===== config.mk =====
export PLATFORM = sky130hd
export DESIGN_NAME = scaler_h_ctrl
export DESIGN_NICKNAME = d
export VERILOG_FILES = /design/src/rtl/scaler_pkg.sv /design/src/rtl/scaler_step_div.sv /design/src/rtl/scaler_h_ctrl.sv
export SDC_FILE = /design/constraint.sdc
export NUM_CORES = 1
export LEC_CHECK = 0
export ABC_AREA = 1
export CAP_MARGIN = 0
export CORE_MARGIN = 3
export CORE_UTILIZATION = 50
export CTS_CLUSTER_DIAMETER = 120
export DETAILED_ROUTE_END_ITERATION = 16
export DONT_BUFFER_PORTS = 1
export PLACE_DENSITY = 0.62
export SLEW_MARGIN = 20
export SYNTH_ARGS = -nofsm -noshare
export SYNTH_HDL_FRONTEND = slang
export SYNTH_SLANG_ARGS = --single-unit

===== constraint.sdc =====
create_clock -name clk -period 8.1 [get_ports clk]
set_input_delay 2.025 -clock clk [delete_from_list [all_inputs] [get_ports clk]]
set_output_delay 2.025 -clock clk [all_outputs]
set_load 0.02 [all_outputs]

===== src/rtl/scaler_pkg.sv =====
// Shared constants and FSM type for the horizontal scaler controller.
package scaler_pkg;

  localparam int unsigned STEP_W     = 16;
  localparam int unsigned STEP_FRAC  = 12;
  localparam int unsigned PIXEL_STEP = 1 << STEP_FRAC;
  localparam int unsigned MAX_RATIO  = 16;
  localparam int unsigned DIVD_W     = 24;

  typedef enum logic [1:0] {IDLE, CHECK, DIV, PEND} ctrl_state_e;

endpackage


===== src/rtl/scaler_step_div.sv =====
// Iterative restoring divider: one quotient bit per cycle, MSB first, DIVD_W cycles.
module scaler_step_div
  import scaler_pkg::*;
#(
  parameter int unsigned WIDTH_BITS = 12
) (
  input  logic                  clk,
  input  logic                  rst,
  input  logic                  start,
  input  logic [DIVD_W-1:0]     dividend,
  input  logic [WIDTH_BITS-1:0] divisor,
  output logic [DIVD_W-1:0]     quotient,
  output logic                  done
);

  localparam int unsigned CNT_W = $clog2(DIVD_W + 1);

  logic [WIDTH_BITS-1:0] r_rem;
  logic [WIDTH_BITS-1:0] r_dvs;
  logic [CNT_W-1:0]      r_cnt;
  logic [WIDTH_BITS:0]   w_shift;
  logic [WIDTH_BITS+1:0] w_diff;
  logic                  w_fit;

  // Dividend bits leave the top of the quotient register as quotient bits enter the bottom.
  always_comb begin
    w_shift = {r_rem, quotient[DIVD_W-1]};
    w_diff  = {1'b0, w_shift} - {2'b00, r_dvs};
    w_fit   = ~w_diff[WIDTH_BITS+1];
  end

  always_ff @(posedge clk or posedge rst) begin
    if (rst) begin
      r_rem    <= '0;
      r_dvs    <= '0;
      r_cnt    <= '0;
      quotient <= '0;
      done     <= 1'b0;
    end else if (start) begin
      r_rem    <= '0;
      r_dvs    <= divisor;
      r_cnt    <= CNT_W'(DIVD_W);
      quotient <= dividend;
      done     <= 1'b0;
    end else if (r_cnt != '0) begin
      r_rem    <= w_fit ? WIDTH_BITS'(w_diff) : WIDTH_BITS'(w_shift);
      quotient <= {quotient[DIVD_W-2:0], w_fit};
      r_cnt    <= r_cnt - CNT_W'(1);
      done     <= (r_cnt == CNT_W'(1));
    end else begin
      done     <= 1'b0;
    end
  end

endmodule


===== src/rtl/scaler_h_ctrl.sv =====
// Horizontal scaler controller: step computation, frame-aligned step update,
// and output line clipping with short-line detection.
module scaler_h_ctrl
  import scaler_pkg::*;
#(
  parameter int unsigned DATA_WIDTH = 8,
  parameter int unsigned WIDTH_BITS = 12,
  parameter int unsigned PIXEL_STEP = 4096
) (
  input  logic                  clk,
  input  logic                  rst,
  input  logic [WIDTH_BITS-1:0] cfg_in_width,
  input  logic [WIDTH_BITS-1:0] cfg_out_width,
  input  logic                  cfg_wr,
  output logic                  cfg_busy,
  output logic                  cfg_err,
  output logic [STEP_W-1:0]     scale_step,
  input  logic                  vs_i,
  input  logic [DATA_WIDTH-1:0] di_i,
  input  logic                  de_i,
  input  logic                  hs_i,
  input  logic                  vs_s_i,
  output logic [DATA_WIDTH-1:0] do_o,
  output logic                  de_o,
  output logic                  hs_o,
  output logic                  vs_o,
  output logic                  short_line,
  input  logic                  err_clr
);

  localparam int unsigned LIM_W = WIDTH_BITS + 4;
  localparam int unsigned CNT_W = WIDTH_BITS + 1;

  ctrl_state_e           r_state;
  ctrl_state_e           w_next;
  logic [WIDTH_BITS-1:0] r_in_w;
  logic [WIDTH_BITS-1:0] r_out_w;
  logic [WIDTH_BITS-1:0] r_act_w;
  logic                  r_vs_d;
  logic [CNT_W-1:0]      r_pix_cnt;
  logic                  w_vs_rise;
  logic                  w_bad;
  logic                  w_start;
  logic                  w_err_set;
  logic                  w_load;
  logic                  w_div_done;
  logic                  w_short;
  logic [DIVD_W-1:0]     w_dividend;
  logic [DIVD_W-1:0]     w_quot;

  assign w_vs_rise  = vs_i & ~r_vs_d;
  assign w_dividend = DIVD_W'(cfg_in_width) << STEP_FRAC;
  // Ratio limit keeps the quotient inside the 4.12 step range.
  assign w_bad = (r_in_w == '0) || (r_out_w == '0) ||
                 (LIM_W'(r_in_w) >= LIM_W'(r_out_w) * LIM_W'(MAX_RATIO));

  scaler_step_div #(.WIDTH_BITS(WIDTH_BITS)) u_div (
    .clk      (clk),
    .rst      (rst),
    .start    (w_start),
    .dividend (w_dividend),
    .divisor  (cfg_out_width),
    .quotient (w_quot),
    .done     (w_div_done)
  );

  always_ff @(posedge clk or posedge rst) begin
    if (rst) r_state <= IDLE;
    else     r_state <= w_next;
  end

  always_comb begin
    w_next = r_state;
    case (r_state)
      IDLE:    if (cfg_wr) w_next = CHECK;
      CHECK:   w_next = w_bad ? IDLE : DIV;
      DIV:     if (w_div_done) w_next = PEND;
      PEND:    if (w_vs_rise) w_next = IDLE;
      default: w_next = IDLE;
    endcase
  end

  always_comb begin
    w_start   = 1'b0;
    w_err_set = 1'b0;
    w_load    = 1'b0;
    case (r_state)
      IDLE:    w_start   = cfg_wr;
      CHECK:   w_err_set = w_bad;
      PEND:    w_load    = w_vs_rise;
      default: ;
    endcase
  end

  always_ff @(posedge clk or posedge rst) begin
    if (rst) begin
      r_in_w     <= '0;
      r_out_w    <= '0;
      r_act_w    <= '1;
      r_vs_d     <= 1'b0;
      scale_step <= STEP_W'(PIXEL_STEP);
      cfg_busy   <= 1'b0;
      cfg_err    <= 1'b0;
    end else begin
      r_vs_d   <= vs_i;
      cfg_busy <= (w_next != IDLE);
      if (w_start) begin
        r_in_w  <= cfg_in_width;
        r_out_w <= cfg_out_width;
      end
      if (w_load) begin
        scale_step <= STEP_W'(w_quot);
        r_act_w    <= r_out_w;
      end
      if (w_err_set)    cfg_err <= 1'b1;
      else if (err_clr) cfg_err <= 1'b0;
    end
  end

  // hs_o is the previous hs_i sample, so it doubles as the edge detector history.
  assign w_short = hs_i && !hs_o && (r_pix_cnt != '0) &&
                   (r_pix_cnt < CNT_W'(r_act_w));

  always_ff @(posedge clk or posedge rst) begin
    if (rst) begin
      r_pix_cnt  <= '0;
      do_o       <= '0;
      de_o       <= 1'b0;
      hs_o       <= 1'b0;
      vs_o       <= 1'b0;
      short_line <= 1'b0;
    end else begin
      hs_o <= hs_i;
      vs_o <= vs_s_i;
      if (hs_i || vs_s_i)
        r_pix_cnt <= '0;
      else if (de_i && (r_pix_cnt != '1))
        r_pix_cnt <= r_pix_cnt + CNT_W'(1);
      de_o <= de_i && (r_pix_cnt < CNT_W'(r_act_w));
      if (de_i) do_o <= di_i;
      if (w_short)      short_line <= 1'b1;
      else if (err_clr) short_line <= 1'b0;
    end
  end

endmodule


==> results of run 1 <==
## cells by family after synthesis
logic type / after synthesis / share of synthesized area
DFF: 124 / 0.485
adders and majority gates: 37 / 0.0731
buffers and inverters: 137 / 0.0834
AOI/OAI and AO/OA: 124 / 0.113
xor gates and xnor gates: 12 / 0.0163
and+or+nand+nor: 344 / 0.230
## cell type report
class	count	area (um2)	area share
clock inverters	6	86.3	0.0121
repair buffers	2	18.8	0.00262
clock buffers	26	499	0.0698
well taps	168	210	0.0294
flip-flops and latches	124	3120	0.436
multi-input cells	517	2780	0.389
inverters	116	438	0.0612
## metal layers
layer | vias to the layer above | GRT usage
li1 | 2505 | -
met1 | 2363 | 0.278
met2 | 120 | 0.342
met3 | 36 | 0.0603
met4 | 0 | 0.0923
met5 | - | 0
## state kept, by name, summed over array words and instances (netlist names)
register        count
short_line          1
r_pix_cnt          13
u_div.r_cnt         5
r_vs_d              1
cfg_busy            1
de_o                1
r_act_w            12
u_div.done          1
r_in_w             12
r_out_w            12
u_div.r_rem        12
do_o                8
scale_step         16
vs_o                1
cfg_err             1
u_div.quotient     24
hs_o                1
r_state             2
## worst max-delay path: stages
cell and delay, ns:
nand2_1 0.22, nand2_1 0.71, inv_1 0.46, nand2_1 0.25, nand2_1 0.06, o21ai_0 0.07, nand2_1 0.06
## stage by stage
step                worst slack [ns]  hold slack [ns]
detailed placement              4.10            0.467
floorplan                       2.80            0.450
global route                    4.27            0.507
CTS                             4.53            0.482
finish                          4.52            0.482
global placement                4.15            0.471
## synthesized netlist by cell type (all sizes together) (12+ instances only)
| cell | number | share of area |
|---|---|---|
| a21oi | 18 | 0.016 |
| clkbuf | 12 | 0.0070 |
| dfrtp | 111 | 0.43 |
| dfstp | 13 | 0.053 |
| ha | 36 | 0.070 |
| inv | 114 | 0.067 |
| nand2 | 226 | 0.14 |
| nand3 | 47 | 0.039 |
| nand4 | 16 | 0.016 |
| nor2 | 44 | 0.027 |
| o21ai | 82 | 0.070 |
| o22ai | 12 | 0.012 |
## power by group
part / switching, mW / internal (mW) / leakage, nW / total [mW]
Sequential: 0.179 / 0.879 / 1.55 / 1.06
Clock: 0.263 / 0.485 / 0.285 / 0.748
Combinational: 0.810 / 0.440 / 1.75 / 1.25
## layout by cell type, fill, tap and decap left out, types with 2 or more instances in the layout
cell,count
o21bai_1,2
a21oi_1,17
nor2_2,3
inv_2,2
xor2_1,10
o221ai_1,8
o21ai_0,69
nand3_1,43
bufinv_16,2
nor3_1,5
dfstp_2,13
clkinv_2,2
o22ai_1,12
nor2_1,41
nand2_1,221
nand3_2,4
nand2_2,2
clkbuf_1,5
nand2_4,3
inv_1,111
o21ai_2,10
clkbuf_16,17
dfrtp_1,111
nand3b_1,4
o21ai_1,3
xnor2_1,2
ha_1,36
clkinv_1,2
nand4_1,16
clkbuf_8,4
## how the worst max path moves through the flow
stage / from / to / slack (ns) / cells past startpoint
detailed placement: cfg_wr / u_div.r_rem[8]$_DFFE_PP0P_ / 4.10 / 7
global route: cfg_wr / u_div.r_rem[8]$_DFFE_PP0P_ / 4.27 / 7
finish: cfg_wr / u_div.r_rem[8]$_DFFE_PP0P_ / 4.52 / 7
global placement: cfg_wr / u_div.r_rem[8]$_DFFE_PP0P_ / 4.15 / 7
floorplan: rst / cfg_busy$_DFF_PP0_ / 2.80 / 1
CTS: cfg_wr / u_div.r_rem[8]$_DFFE_PP0P_ / 4.53 / 7
==> flow_metrics.env, run 1 <==
export IMPL_report_final_slew_viol_count=0
export IMPL_hold_path_depth=2
export IMPL_avgSynthCellArea_um2=8.27
export IMPL_clock_path_buffers=2
export IMPL_drc_errors=0
export IMPL_clk_pin_slew_worst_paths_ns=0.05
export IMPL_worst_setup_path_end_kind="register"
export IMPL_wl_met3_um=762
export IMPL_fmax_ghz=0.280
export IMPL_postSynthNetCount=855
export IMPL_place_congestion=0.893
export IMPL_run_status="completed"
export IMPL_setup_total_negative_slack_ns=0
export IMPL_report_final_hold_viol_count=0
export IMPL_detailed_place_area_um2=6560
export IMPL_route_vias_total=5024
export IMPL_synth_ff_latch_count=124
export IMPL_cp_data_required_time_ns=8.40
export IMPL_unrepaired_setup_endpoints_after_global_routing="no"
export IMPL_number_of_buffers_inserted_for_hold_repair_after_clock_tree_synthesis=0
export IMPL_synth_enable_flop_cells=0
export IMPL_worstSetupStartpointType="primary input"
export IMPL_postCtsSetupRepairBufs=0
export IMPL_start_util=0.522
export IMPL_synthesized_area_um2=6430
export IMPL_area_delta_synth_final_pct=11.2
export IMPL_vertical_die_dimension_um=119
export IMPL_period_share=0.442
export IMPL_clock_buffer_count_from_cts=17
export IMPL_design_die_area_um2=14300
export IMPL_endpoints_failing_setup=0
export IMPL_drive_gt1_frac=0.0872
export IMPL_critical_path_max_fanout=22
export IMPL_grt_max_degree=86
export IMPL_first_pass_grt_wire_length_um=24600
export IMPL_regToRegSetupSlack_ns=5.53
export IMPL_timing_final_crit_period_ns=3.58
export IMPL_worstReg2RegEnd="u_div.r_rem[8]$_DFFE_PP0P_"
export IMPL_worst_hold_path_type="reg -> reg"
export IMPL_peakVddDrop_mv=0.258
export IMPL_clock_latency_ns=0.42
export IMPL_stdcell_count=959
export IMPL_cts_root_buf="clkbuf_16"
export IMPL_yosys_most_used_dff="dfrtp_1"
export IMPL_detail_route_first_pass_iterations=5
export IMPL_timing_worst_setup_path_type="in -> reg"
export IMPL_drt_iter0_drcs=316
export IMPL_global_route_overflow_total=0
export IMPL_met2_wirelength_um=6640
export IMPL_tritoncts="yes"
export IMPL_row_count=40
export IMPL_cts_htree_levels=4
export IMPL_finish_instance_area_um2=7150
export IMPL_io_pin_count=70
export IMPL_postLayoutCoreUtil=0.581
export IMPL_die_width_um=119
export IMPL_vias_per_cell=5.24
export IMPL_grt_usage=0.215
export IMPL_dpl_cell_count=927
export IMPL_grt_pass1_vias=5035
export IMPL_insertedDiodeCount=0
export IMPL_hold_path_startpoint="r_in_w[1]$_DFFE_PP0P_"
export IMPL_async_flop_share=1.00
export IMPL_max_cap_viol_count=0
export IMPL_place_detailed_hpwl_um=10300
export IMPL_cts_num_sinks=124
export IMPL_topRoutingLayerUsed="met4"
export IMPL_pwr_total_mw=3.06
export IMPL_wire_length_reported_by_the_detailed_router_um=14400
export IMPL_power_density_cell_area_nw_per_um2=427
export IMPL_routedLengthMet1_um=6570
export IMPL_timing_reg2reg_worst_path_depth=8
export IMPL_max_slew_margin_rel=0.417
export IMPL_postRouteAntennaNets=0
export IMPL_port_buffers=0
export IMPL_timing_rr_start="r_state[1]$_DFF_PP0_"
export IMPL_crit_path_arrival_time_ns=3.87
export IMPL_antenna_found_initial=0
export IMPL_yosysUniqueCellTypes=35
export IMPL_synth_warnings=0
export IMPL_cts_repair_resized=0
export IMPL_finalNetCount=855
export IMPL_hold_end="r_in_w[1]$_DFFE_PP0P_"
export IMPL_synth_seq_area_share=0.485
export IMPL_filler_cell_count=1123
export IMPL_finalClockSkew_ns=0.00954
export IMPL_wl_per_cell_um=15.0
export IMPL_netlist_instances=778
export IMPL_worstMarginPinSlew_ns=0.873
export IMPL_p_leak_nw=3.58
export IMPL_coreArea_um2=12300
Power figures use the tool's default switching activity.
==> inputs of run 2 (changes only) <==
clock period = 3.5 ns   (was 8.1 ns; I/O delays follow)
==> run 2 against run 1 <==
Against the previous run:
- cell area increased by 1.7%
- power increased by 140%
- die area unchanged
- routed wire length about the same
- clock power increased to 2.7 times the previous value
- largest cell class unchanged
- worst setup slack got worse by 3.2 ns
- largest power group unchanged
- global-route usage decreased by 0.28 points
==> flow_metrics.env, run 2 (same netlist as run 1, synthesis figures left out) <==
export IMPL_period_share=0.629
export IMPL_global_route_usage_met1=0.281
export IMPL_timing_worst_setup_path_type="reg -> reg"
export IMPL_first_pass_grt_wire_length_um=24300
export IMPL_final_common_cell="nand2_1"
export IMPL_cts_htree_levels=4
export IMPL_global_route_usage_met2=0.337
export IMPL_start_util=0.522
export IMPL_grt_usage=0.213
export IMPL_worstSetupStartpointType="register"
export IMPL_multi_input_comb_area_um2=2780
export IMPL_grt_pass1_vias=5015
export IMPL_grt_max_degree=97
export IMPL_reg_top3="u_div.quotient: 24 flops, scale_step: 16 flops, r_pix_cnt: 13 flops"
export IMPL_timing_reg2reg_worst_path_depth=12
export IMPL_die_width_um=119
export IMPL_max_cap_viol_count=0
export IMPL_postRouteAntennaNets=0
export IMPL_antenna_found_initial=0
export IMPL_p_leak_nw=3.63
export IMPL_max_slew_margin_rel=0.423
export IMPL_cp_data_required_time_ns=3.79
export IMPL_finish_instance_area_um2=7280
export IMPL_regToRegSetupSlack_ns=1.30
export IMPL_report_final_hold_viol_count=0
export IMPL_unrepaired_setup_endpoints_after_global_routing="no"
export IMPL_vertical_die_dimension_um=119
export IMPL_vias_per_cell=5.29
export IMPL_setup_total_negative_slack_ns=0
export IMPL_clk_pin_slew_worst_paths_ns=0.06
export IMPL_number_of_buffers_inserted_for_hold_repair_after_clock_tree_synthesis=0
export IMPL_detail_route_first_pass_iterations=5
export IMPL_number_of_flip_flops_under_the_largest_register_name=24
export IMPL_report_final_slew_viol_count=0
export IMPL_clock_latency_ns=0.41
export IMPL_timing_rr_start="r_out_w[9]$_DFFE_PP0P_"
export IMPL_clock_buffer_count_from_cts=17
export IMPL_cts_num_sinks=124
export IMPL_wire_length_reported_by_the_detailed_router_um=14300
export IMPL_mostFrequentLayoutCells="nand2_1 (221), inv_1 (112), dfrtp_1 (111), o21ai_0 (69), nand3_1 (43)"
export IMPL_port_buffers=0
export IMPL_coreArea_um2=12300
export IMPL_peakVddDrop_mv=0.594
export IMPL_worst_slack_ns=1.30
export IMPL_filler_cell_count=1107
export IMPL_area_delta_synth_final_pct=13.1
export IMPL_cts_repair_resized=0
export IMPL_place_detailed_hpwl_um=10100
export IMPL_global_route_overflow_total=0
export IMPL_design_die_area_um2=14300
export IMPL_detailed_place_area_um2=6590
export IMPL_area_sequential_um2=3120
export IMPL_groute_layer_met3_usage=0.0579
export IMPL_cts_root_buf="clkbuf_16"
export IMPL_worst_setup_path_end_kind="register"
export IMPL_layer_with_the_highest_usage="met2"
export IMPL_detailedPlace_worstSlack_ns=1.14
export IMPL_drt_iter0_drcs=363
export IMPL_endpoints_failing_setup=0
export IMPL_io_pin_count=70
export IMPL_insertedDiodeCount=0
export IMPL_drc_errors=0
export IMPL_finalClockSkew_ns=0.00773
export IMPL_pwr_total_mw=7.35
export IMPL_place_congestion=0.880
export IMPL_worstMarginPinSlew_ns=0.865
export IMPL_register_with_the_highest_flop_count="u_div.quotient"
export IMPL_run_status="completed"
export IMPL_crit_path_arrival_time_ns=2.49
export IMPL_postCtsSetupRepairBufs=0
export IMPL_power_density_cell_area_nw_per_um2=1010
export IMPL_clock_path_buffers=2
export IMPL_critical_path_max_fanout=15
export IMPL_drive_gt1_frac=0.0933
export IMPL_finalNetCount=857
export IMPL_fmax_ghz=0.454
export IMPL_worstReg2RegEnd="u_div.r_rem[8]$_DFFE_PP0P_"
export IMPL_timing_final_crit_period_ns=2.20
export IMPL_worst_hold_path_type="in -> async"
export IMPL_row_count=40
export IMPL_tritoncts="yes"
export IMPL_wl_per_cell_um=14.9
export IMPL_route_vias_total=5081
-- run 2: changes by cell type in the layout (fill, tap and decap cells not counted), sizes merged --
| cell | delta |
|---|---|
| clkbuf | -5 |
| bufinv | +4 |
| buf | +2 |
| clkinvlp | +2 |
| inv | -1 |
-- run 2: worst max-delay path by stage --
stage                                endpoint                   start  cells after the start
2_1_floorplan              cfg_busy$_DFF_PP0_                     rst                      1
3_3_place_gp   u_div.quotient[23]$_DFFE_PP0P_                  cfg_wr                      7
3_5_place_dp   u_div.quotient[23]$_DFFE_PP0P_                  cfg_wr                      7
4_1_cts            u_div.r_rem[8]$_DFFE_PP0P_  r_out_w[9]$_DFFE_PP0P_                     12
5_1_grt            u_div.r_rem[8]$_DFFE_PP0P_  r_out_w[7]$_DFFE_PP0P_                     12
6_report           u_div.r_rem[8]$_DFFE_PP0P_  r_out_w[9]$_DFFE_PP0P_                     12
-- run 2: layout make-up --
class	count	area share
Clock buffer	21	0.0646
Clock inverter	11	0.0294
Inverter	116	0.0604
Multi-Input combinational cell	517	0.382
Sequential cell	124	0.429
Tap cell	168	0.0289
Timing Repair Buffer	4	0.00585
-- run 2: power breakdown --
part	switching [mW]	total (mW)	internal (mW)	leakage [nW]
clock	0.632	2.02	1.39	0.329
sequential	0.415	2.45	2.03	1.55
combinational	1.85	2.88	1.03	1.76
-- run 2: critical path, stage by stage, from the launching register on --
cell and delay, ns:
dfrtp_1 0.36, inv_1 0.18, ha_1 0.31, nand2_1 0.10, inv_1 0.06, nand2_1 0.10
inv_1 0.08, a21oi_4 0.31, nand2_4 0.20, nand2_1 0.17, nand2_1 0.06, o21ai_0 0.07
nand2_1 0.07
-- run 2: layer usage --
metal / routed length, um / share of wire / up-vias
met5: 0 / 0 / -
met1: 6630 / 0.46 / 2403
met4: 227 / 0.016 / 0
met3: 815 / 0.057 / 20
li1: - / - / 2517
met2: 6680 / 0.47 / 141
-- run 2: per-stage QoR --
stage / util / cells / hold WS [ns]
2_1_floorplan: - / 778 / 0.450
3_3_place_gp: 0.535 / 929 / 0.470
3_5_place_dp: 0.535 / 929 / 0.474
4_1_cts: 0.591 / 961 / 0.420
5_1_grt: 0.591 / 961 / 0.447
6_report: 0.591 / 961 / 0.410
